<file path="config.mk">
export PLATFORM = sky130hd
export DESIGN_NAME = mips_bus_arbiter
export DESIGN_NICKNAME = d
export VERILOG_FILES = /design/src/rtl/mips_bus_pkg.sv /design/src/rtl/mips_bus_rr_pick.sv /design/src/rtl/mips_bus_arbiter.sv
export SDC_FILE = /design/constraint.sdc
export NUM_CORES = 1
export LEC_CHECK = 0
export BUFFER_PORTS_ARGS = -buffer_cell sky130_fd_sc_hd__buf_2
export CAP_MARGIN = 20
export CORE_ASPECT_RATIO = 0.5
export CORE_UTILIZATION = 45
export CTS_CLUSTER_DIAMETER = 60
export DETAILED_ROUTE_END_ITERATION = 16
export PLACE_DENSITY = 0.76
export SLEW_MARGIN = 10
export SYNTH_ARGS = -nofsm -noshare
export SYNTH_HDL_FRONTEND = slang
export SYNTH_SLANG_ARGS = --single-unit
</file>
<file path="constraint.sdc">
create_clock -name clk -period 6.53 [get_ports clk]
set_input_delay 0.9795 -clock clk [delete_from_list [all_inputs] [get_ports clk]]
set_output_delay 0.9795 -clock clk [all_outputs]
set_load 0.02 [all_outputs]
</file>
<file path="src/rtl/mips_bus_pkg.sv">
// mips_bus_pkg: shared types and constants for the MIPS bus arbiter
package mips_bus_pkg;
  typedef enum logic [1:0] {IDLE, ISSUE, RESP, FINISH} state_t;
  typedef struct packed {
    logic        we;
    logic [31:0] addr;
    logic [3:0]  byteenable;
    logic [31:0] wdata;
  } bus_req_t;
  localparam logic [1:0] WORD_ALIGN_MASK = 2'b11;
endpackage

</file>
<file path="src/rtl/mips_bus_rr_pick.sv">
// mips_bus_rr_pick: two-way round-robin grant between fetch and data ports
module mips_bus_rr_pick (
  input  logic i_req,
  input  logic d_req,
  input  logic last_d,
  output logic gnt_i,
  output logic gnt_d
);
  assign gnt_d = d_req & (~i_req | ~last_d);
  assign gnt_i = i_req & ~gnt_d;
endmodule

</file>
<file path="src/rtl/mips_bus_arbiter.sv">
// mips_bus_arbiter: shares one Avalon-style master bus between fetch and load/store ports
module mips_bus_arbiter import mips_bus_pkg::*; #(
  parameter int TIMEOUT_CYCLES = 64
) (
  input  logic        clk,
  input  logic        reset_n,
  input  logic        i_req,
  input  logic [31:0] i_addr,
  output logic        i_done,
  output logic        i_err,
  output logic [31:0] i_rdata,
  input  logic        d_req,
  input  logic        d_we,
  input  logic [31:0] d_addr,
  input  logic [3:0]  d_byteenable,
  input  logic [31:0] d_wdata,
  output logic        d_done,
  output logic        d_err,
  output logic [31:0] d_rdata,
  output logic        read,
  output logic        write,
  output logic [31:0] address,
  output logic [3:0]  byteenable,
  output logic [31:0] writedata,
  input  logic        waitrequest,
  input  logic [31:0] readdata
);
  state_t      state, state_nx;
  bus_req_t    win;
  logic        gnt_i, gnt_d, last_d, sel_d, err_q, misaligned, timeout;
  logic [15:0] stall_cnt;
  mips_bus_rr_pick u_pick (
    .i_req (i_req),
    .d_req (d_req),
    .last_d(last_d),
    .gnt_i (gnt_i),
    .gnt_d (gnt_d)
  );
  always_comb begin
    win = gnt_d ? bus_req_t'{we: d_we, addr: d_addr, byteenable: d_we ? d_byteenable : 4'b1111, wdata: d_wdata}
                : bus_req_t'{we: 1'b0, addr: i_addr, byteenable: 4'b1111, wdata: 32'h0};
    misaligned = |(win.addr[1:0] & WORD_ALIGN_MASK);
    timeout = (TIMEOUT_CYCLES != 0) && ({16'd0, stall_cnt} + 32'd1 == 32'(TIMEOUT_CYCLES));
    state_nx = state == IDLE  ? ((gnt_i | gnt_d) ? (misaligned ? FINISH : ISSUE) : IDLE) :
               state == ISSUE ? (waitrequest ? (timeout ? FINISH : ISSUE) : (write ? FINISH : RESP)) :
               state == RESP  ? FINISH : IDLE;
  end
  always_ff @(posedge clk) begin
    if (!reset_n) begin
      state      <= IDLE;
      read       <= 1'b0;
      write      <= 1'b0;
      address    <= '0;
      byteenable <= '0;
      writedata  <= '0;
      i_done     <= 1'b0;
      i_err      <= 1'b0;
      i_rdata    <= '0;
      d_done     <= 1'b0;
      d_err      <= 1'b0;
      d_rdata    <= '0;
      last_d     <= 1'b0;
      sel_d      <= 1'b0;
      err_q      <= 1'b0;
      stall_cnt  <= '0;
    end else begin
      state  <= state_nx;
      i_done <= 1'b0;
      i_err  <= 1'b0;
      d_done <= 1'b0;
      d_err  <= 1'b0;
      case (state)
        IDLE: if (gnt_i | gnt_d) begin
          sel_d <= gnt_d;
          err_q <= misaligned;
          if (!misaligned) begin
            read       <= !win.we;
            write      <= win.we;
            address    <= win.addr;
            byteenable <= win.byteenable;
            writedata  <= win.wdata;
          end
        end
        ISSUE: if (!waitrequest || timeout) begin
          read  <= 1'b0;
          write <= 1'b0;
          err_q <= waitrequest;
        end else begin
          stall_cnt <= stall_cnt + 16'd1;
        end
        RESP: if (sel_d) d_rdata <= readdata; else i_rdata <= readdata;
        FINISH: begin
          i_done    <= !sel_d;
          d_done    <= sel_d;
          i_err     <= !sel_d && err_q;
          d_err     <= sel_d && err_q;
          last_d    <= sel_d;
          stall_cnt <= '0;
        end
        default: ;
      endcase
    end
  end
endmodule
</file>
Word-level counts from Yosys, hierarchy flattened
Index checks and enable logic that the tools add are counted.
{ "op_classes": {"n_mux": 22, "reduce_logical": 18, "n_bitwise": 9, "addsub": 2, "n_eq_ne": 8} }
{ "op_table": {"columns": ["cell", "n"], "rows": [
  ["$mux W69", 1],
  ["$pmux W16 S2", 1],
  ["$add A16 B1 Y17 const B", 1],
  ["$eq A17 B7 Y1 const B", 1],
  ["$add A16 B1 Y16 const B", 1],
  ["$mux W16", 1],
  ["$mux W2", 7],
  ["$reduce_and A2 Y1", 5],
  ["$mux W1", 8],
  ["$pmux W1 S2", 3],
  ["$reduce_and A3 Y1", 2],
  ["$not A1 Y1", 5],
  ["$eq A2 B2 Y1 const B", 2],
  ["$mux W4", 1],
  ["$ne A2 B1 Y1 const B", 2],
  ["$ne A2 B2 Y1 const B", 2],
  ["$reduce_and A4 Y1", 1],
  ["$reduce_bool A2 Y1", 2],
  ["$logic_not A1 Y1", 3],
  ["$and A1 B1 Y1", 2],
  ["$eq A2 B1 Y1 const B", 1],
  ["$logic_and A1 B1 Y1", 2],
  ["$logic_not A2 Y1", 1],
  ["$or A1 B1 Y1", 2],
  ["other kinds (2)", 2]
]} }
{ "word_totals": {"in_bits": 138, "regBits": 159, "word_cells": 75, "out_inout_bits": 138} }

Logic depth before layout (Yosys ltp)
{ "logic_depth": {"word_depth": 8, "ltp_mapped": 10, "ltp_nobuf": 8} }

Modules after synthesis
From an unflattened synthesis, not the netlist that was laid out.
{ "hier_totals": {"cells_unflattened": 756, "hier_area_um2": 6711.4} }
{ "modules_own_cells": {"columns": ["module", "instances", "seq_area_each_um2", "area_each_um2", "cells_each"], "rows": [
  ["mips_bus_arbiter", 1, 3183.1, 6692.7, 753],
  ["mips_bus_rr_pick", 1, 0.0, 18.8, 3]
]} }

Worst setup path after synthesis
No wires, ideal clock.
{ "synth_path": {"path_type": "input to register", "startpoint": "input port d_req", "endpoint": "register address[22]", "cell_stages": 9, "path_buffers": 3, "t_required_ps": 6414, "path_slack_ps": 4070, "arrival_ps": 2344, "setup_time_ps": 116, "path_cell_list": "a21boi_1 buf_2 mux2i_1 nor2_1 o21bai_1 nor2_1 buf_2 buf_2 o211a_1"} }
{ "synth_between": {"elab_chain_len": 5, "word_cells_on_any_way": 8, "classes_between": "1 x mux; 5 x bitwise; 2 x reduce/logical"} }
{ "synth_lines": {"columns": ["element", "line_no", "source"], "rows": [
  ["start: declaration", "mips_bus_arbiter.sv:12", "input logic d_req,"],
  ["$and A1 B1 Y1 *", "mips_bus_rr_pick.sv:9", "assign gnt_d = d_req & (~i_req | ~last_d);"],
  ["$mux W69 or $not A1 Y1 (tied branches)", "mips_bus_arbiter.sv:40, mips_bus_rr_pick.sv:10", null],
  ["$reduce_or A2 Y1 or $and A1 B1 Y1 (tied branches)", "mips_bus_arbiter.sv:42, mips_bus_rr_pick.sv:10", null],
  ["$not A1 Y1 (no source line) or $or A1 B1 Y1 (tied branches)", null, null],
  ["$reduce_and A3 Y1 (no source line)", null, null],
  ["end signal: assignment", "mips_bus_arbiter.sv:79", "address <= win.addr;"],
  ["end: declaration", "mips_bus_arbiter.sv:22", "output logic [31:0] address,"]
]} }
Every way passes the cells marked *; elsewhere a longest branch is shown, timed or not.
A chain may end at the register's enable or synchronous reset.

Final worst setup path
{ "layout_path": {"startpoint": "register stall_cnt[0]", "endpoint": "register read"} }
{ "layout_between": {"elab_chain_len": 5} }
{ "layout_lines": {"columns": ["element", "line_no", "source"], "rows": [
  ["start: declaration", "mips_bus_arbiter.sv:31", "logic [15:0] stall_cnt;"],
  ["start signal: assignment", "mips_bus_arbiter.sv:89", "stall_cnt <= stall_cnt + 16'd1;"],
  ["$add A16 B1 Y17", "mips_bus_arbiter.sv:43", "timeout = (TIMEOUT_CYCLES != 0) && ({16'd0, stall_cnt} + 32'd1 == 32'(TIMEOUT_CYCLES));"],
  ["$eq A17 B7 Y1", "mips_bus_arbiter.sv:43", null],
  ["$logic_or A1 B1 Y1", "mips_bus_arbiter.sv:84", "ISSUE: if (!waitrequest || timeout) begin"],
  ["$ne A2 B1 Y1 (no source line)", null, null],
  ["$reduce_and A4 Y1 (no source line)", null, null],
  ["end signal: assignment", "mips_bus_arbiter.sv:77", "read <= !win.we;"],
  ["end: declaration", "mips_bus_arbiter.sv:20", "output logic read,"]
]} }
Every way passes these cells.

==> run_summary.xml <==
<?xml version="1.0" encoding="UTF-8"?>
<metrics>
  <group name="status">
    <metric name="status" unit="">complete, no violations</metric>
  </group>
  <group name="power">
    <metric name="power.ir.vdd_worst" unit="uV">149</metric>
    <metric name="power.density" unit="mW/mm^2">274</metric>
    <metric name="leakage_power" unit="nW">4.19</metric>
  </group>
  <group name="clocking">
    <metric name="cts.htree.levels" unit="">4</metric>
    <metric name="cts.sink_count" unit="">159</metric>
    <metric name="cts_buffer_depth" unit="">2</metric>
    <metric name="cts_repair_resize_count" unit="">0</metric>
    <metric name="cts.clk_slew.worst_paths" unit="ps">60</metric>
    <metric name="tritoncts_clock_tree" unit="">built</metric>
    <metric name="setup_fix_buffers_added_after_clock_tree_synthesis" unit="">0</metric>
    <metric name="tritoncts.num_buffers" unit="">17</metric>
    <metric name="clk_latency" unit="ps">420</metric>
    <metric name="master_cell_of_the_clock_root_buffer" unit="">sky130_fd_sc_hd__clkbuf_16</metric>
    <metric name="cts_hold_repair.buffers" unit="">0</metric>
  </group>
  <group name="detailed_routing">
    <metric name="wirelength" unit="um">17700</metric>
    <metric name="final_antenna_net_count" unit="">0</metric>
    <metric name="drcViolationCount" unit="">0</metric>
    <metric name="wl_per_cell" unit="um">14.9</metric>
    <metric name="via_count" unit="">6151</metric>
    <metric name="drt_iter0_markers" unit="">329</metric>
    <metric name="post_drt_via_cell_ratio" unit="">5.17</metric>
    <metric name="detail_route.first_pass.iterations" unit="">4</metric>
  </group>
  <group name="setup_path">
    <metric name="timing.critical_path.from_type" unit="">flip-flop</metric>
    <metric name="setup.worst_path.end_class" unit="">flip-flop</metric>
    <metric name="critical-path-slowest-cell" unit="">sky130_fd_sc_hd__o21ai_2</metric>
    <metric name="critical_path.n_buffers_inverters" unit="">1</metric>
    <metric name="crit_fanout" unit="">17</metric>
    <metric name="worst-setup-path-type" unit="">flip-flop to flip-flop</metric>
    <metric name="timing.critical_path.required" unit="ps">6830</metric>
    <metric name="cpPeakStageDelay" unit="ps">530</metric>
    <metric name="crit_chain" unit="">ha_1, nand3_2, xnor2_1, o31ai_1, nand4_1, o21ai_2, buf_8, nor2b_1, o21ai_1</metric>
    <metric name="timing.critical_path.arrival" unit="ps">3100</metric>
    <metric name="cp_top_family" unit="">compound AO/OA/AOI/OAI gates</metric>
  </group>
  <group name="timing">
    <metric name="layout_setup_ws" unit="ps">3720</metric>
    <metric name="max_slew_violation_count" unit="">0</metric>
    <metric name="totalNegativeSetupSlack" unit="ps">0</metric>
    <metric name="finClkSkew" unit="ps">14.4</metric>
    <metric name="worst-slew-pin-transition" unit="ps">755</metric>
    <metric name="grt_setup_unrepaired" unit="">no</metric>
    <metric name="min_period" unit="ps">2810</metric>
    <metric name="period_share" unit="%">43.0</metric>
    <metric name="maxSlewHeadroom" unit="%">49.7</metric>
    <metric name="fmaxAchievable" unit="MHz">356</metric>
    <metric name="finalHoldViolCount" unit="">0</metric>
    <metric name="finalSetupViolCount" unit="">0</metric>
  </group>
  <group name="worst_hold_path">
    <metric name="worst_hold_path_type" unit="">flip-flop to flip-flop</metric>
  </group>
  <group name="job">
    <metric name="max-cap-violations" unit="">0</metric>
  </group>
  <group name="synthesis">
    <metric name="largest_family_of_logic_cells_by_synthesized_area" unit="">simple AND/OR/NAND/NOR gates</metric>
    <metric name="syn_avg_cell_area" unit="sq um">8.98</metric>
    <metric name="synth_top_cells_by_area" unit="">sky130_fd_sc_hd__dfxtp_1 (48%), sky130_fd_sc_hd__nand2_1 (10%), sky130_fd_sc_hd__a21boi_0 (7.2%)</metric>
    <metric name="post-synth-top-area-cell" unit="">sky130_fd_sc_hd__dfxtp_1</metric>
    <metric name="yosys.area.top_type_share" unit="%">47.8</metric>
    <metric name="netlist_area" unit="sq mm">0.00666</metric>
    <metric name="yosys_warning_count" unit="">0</metric>
    <metric name="syn-num-nets" unit="">881</metric>
    <metric name="ys_seq_area_share" unit="%">47.8</metric>
    <metric name="synthMuxAreaShare" unit="%">5.11</metric>
    <metric name="ys_ff_latch" unit="">159</metric>
    <metric name="post_synth_simple_gate_area" unit="%">21.3</metric>
    <metric name="synth-compound-area-share" unit="%">20.4</metric>
    <metric name="synthXorXnorAreaFrac" unit="%">0.526</metric>
    <metric name="postSynth.asyncResetShare" unit="%">0</metric>
    <metric name="ys_types" unit="">53</metric>
    <metric name="syn-instance-count" unit="">741</metric>
    <metric name="synth_adder_area_share" unit="%">0.376</metric>
    <metric name="postSynth.topFlopCell" unit="">sky130_fd_sc_hd__dfxtp_1</metric>
    <metric name="synth_edf_count" unit="">0</metric>
  </group>
  <group name="die">
    <metric name="num_rows" unit="">30</metric>
    <metric name="initial_core_util" unit="%">47.5</metric>
    <metric name="pin_count" unit="">276</metric>
    <metric name="core" unit="sq mm">0.0140</metric>
    <metric name="floorplan.die_area" unit="sq mm">0.0153</metric>
    <metric name="chipWidth" unit="um">174</metric>
    <metric name="die_height" unit="um">88</metric>
  </group>
  <group name="global_routing">
    <metric name="maximum_number_of_pins_on_one_net_before_global_route_repair" unit="">87</metric>
    <metric name="wire_length_of_the_first_global_routing_pass" unit="um">27300</metric>
    <metric name="vias_in_the_first_global_route" unit="">5582</metric>
    <metric name="grt_antenna_before_repair" unit="">1</metric>
    <metric name="remaining_overflow_grt" unit="">0</metric>
    <metric name="grt_usage" unit="%">22.2</metric>
  </group>
  <group name="finish">
    <metric name="layout.nets" unit="">1123</metric>
    <metric name="filler_cell_count" unit="">1191</metric>
    <metric name="areaGrowthSynthToFinish" unit="%">30.6</metric>
    <metric name="multi_input_combinational_cell_area" unit="sq mm">0.00319</metric>
    <metric name="post_route_cells_drive_above_1_share" unit="%">32.8</metric>
    <metric name="layout.core_utilization" unit="%">62.1</metric>
    <metric name="regArea" unit="sq mm">0.00318</metric>
  </group>
  <group name="placed_design">
    <metric name="gpl.final_weighted_congestion" unit="">0.813</metric>
    <metric name="placement.setup.worst_slack" unit="ps">3320</metric>
    <metric name="place.detailed.hpwl" unit="um">12200</metric>
    <metric name="numPortBuffers" unit="">275</metric>
  </group>
</metrics>
## logic make-up (layout without fill, tap and decap cells)
| kind of cell | after synthesis | in the layout |
|---|---|---|
| muxes | 34 | 34 |
| xor gates and xnor gates | 4 | 4 |
| and+or+nand+nor | 302 | 302 |
| DFF | 159 | 159 |
| AOI/OAI and AO/OA | 174 | 174 |
| buffers and inverters | 66 | 321 |
| adders and majority gates | 2 | 2 |
| other | 0 | 1 |
## worst reg2reg max path, cell delays in order, from the launching register on
cell                      delay [ps]
sky130_fd_sc_hd__dfxtp_1         460
sky130_fd_sc_hd__ha_1            370
sky130_fd_sc_hd__nand3_2         180
sky130_fd_sc_hd__xnor2_1         160
sky130_fd_sc_hd__o31ai_1         290
sky130_fd_sc_hd__nand4_1         190
sky130_fd_sc_hd__o21ai_2         530
sky130_fd_sc_hd__buf_8           230
sky130_fd_sc_hd__nor2b_1         190
sky130_fd_sc_hd__o21ai_1          90
## through the flow
stage | cell area, sq um | instances | hold WS [ps] | total power [mW]
6_report | 8690 | 1189 | 458 | 2.39
3_3_place_gp | 8060 | 1153 | 437 | 1.41
5_1_grt | 8690 | 1189 | 485 | 2.49
3_5_place_dp | 8080 | 1154 | 455 | 1.42
4_1_cts | 8660 | 1186 | 463 | 2.41
2_1_floorplan | 6660 | 741 | 426 | 1.29
## routing by layer
metal	up-vias	GRT usage (%)	wire length [um]	part of all wire, %
met4	0	8.13	250	1.4
met3	21	5.34	888	5.0
li1	3070	-	-	-
met5	-	0	0	0
met2	161	38.9	8850	50
met1	2899	27.1	7710	44
## report_power, final
part | internal (mW) | switching [mW]
logic | 0.134 | 0.213
registers | 1.03 | 0.0312
clock network | 0.552 | 0.430
total | 1.71 | 0.674
## flip-flops by register name (all words and copies together), names as in the netlist, 2 cells and up
name / flops
state: 2
byteenable: 4
i_rdata: 32
stall_cnt: 16
writedata: 32
address: 32
d_rdata: 32
## layout by cell type (no fill, tap or decap), drive strengths merged, types with 7 or more instances in the layout
cell type,count
nand4,9
a22oi,34
inv,13
o211a,30
nor3,7
clkbuf,19
nand3,12
buf,285
nor2b,34
and3,8
dfxtp,159
a21oi,8
or4,10
a21boi,65
nor2,17
mux2i,34
nand2,183
o21ai,10
## final timing paths
path | from | endpoint | slack (ps) | depth (start not counted)
setup / recovery | stall_cnt[0] | read | 3720 | 9
hold / removal | i_rdata[23] | i_rdata[23] | 460 | 2
setup reg to reg | stall_cnt[0] | read | 3720 | 9
hold reg to reg | i_rdata[23] | i_rdata[23] | 460 | 2
## area by class of cell
class                           count  share of cell area [%]
Timing Repair Buffer              285                    17.0
Inverter                            4                   0.173
Clock inverter                     13                    1.63
Sequential cell                   159                    36.6
Multi-Input combinational cell    516                    36.7
Tap cell                          192                    2.76
Clock buffer                       19                    5.09
Antenna cell                        1                  0.0288
## Yosys cell counts, types with 3 or more instances
master / n
sky130_fd_sc_hd__nand2_1: 182
sky130_fd_sc_hd__dfxtp_1: 159
sky130_fd_sc_hd__a21boi_0: 64
sky130_fd_sc_hd__clkbuf_1: 40
sky130_fd_sc_hd__a22oi_1: 34
sky130_fd_sc_hd__mux2i_1: 34
sky130_fd_sc_hd__nor2b_1: 34
sky130_fd_sc_hd__o211a_1: 30
sky130_fd_sc_hd__nor2_1: 17
sky130_fd_sc_hd__buf_2: 11
sky130_fd_sc_hd__nand3_1: 10
sky130_fd_sc_hd__or4_1: 10
sky130_fd_sc_hd__nand4_1: 9
sky130_fd_sc_hd__a21oi_1: 8
sky130_fd_sc_hd__and3_1: 8
sky130_fd_sc_hd__nor3_1: 7
sky130_fd_sc_hd__o21ai_0: 7
sky130_fd_sc_hd__and2_1: 6
sky130_fd_sc_hd__o211ai_1: 6
sky130_fd_sc_hd__buf_1: 5
sky130_fd_sc_hd__inv_1: 4
sky130_fd_sc_hd__nor3b_1: 4
sky130_fd_sc_hd__o31ai_1: 4
sky130_fd_sc_hd__a21o_1: 3
sky130_fd_sc_hd__a31o_1: 3
sky130_fd_sc_hd__and4_4: 3
sky130_fd_sc_hd__buf_4: 3
sky130_fd_sc_hd__nor4_1: 3
Power figures use the tool's default switching activity.
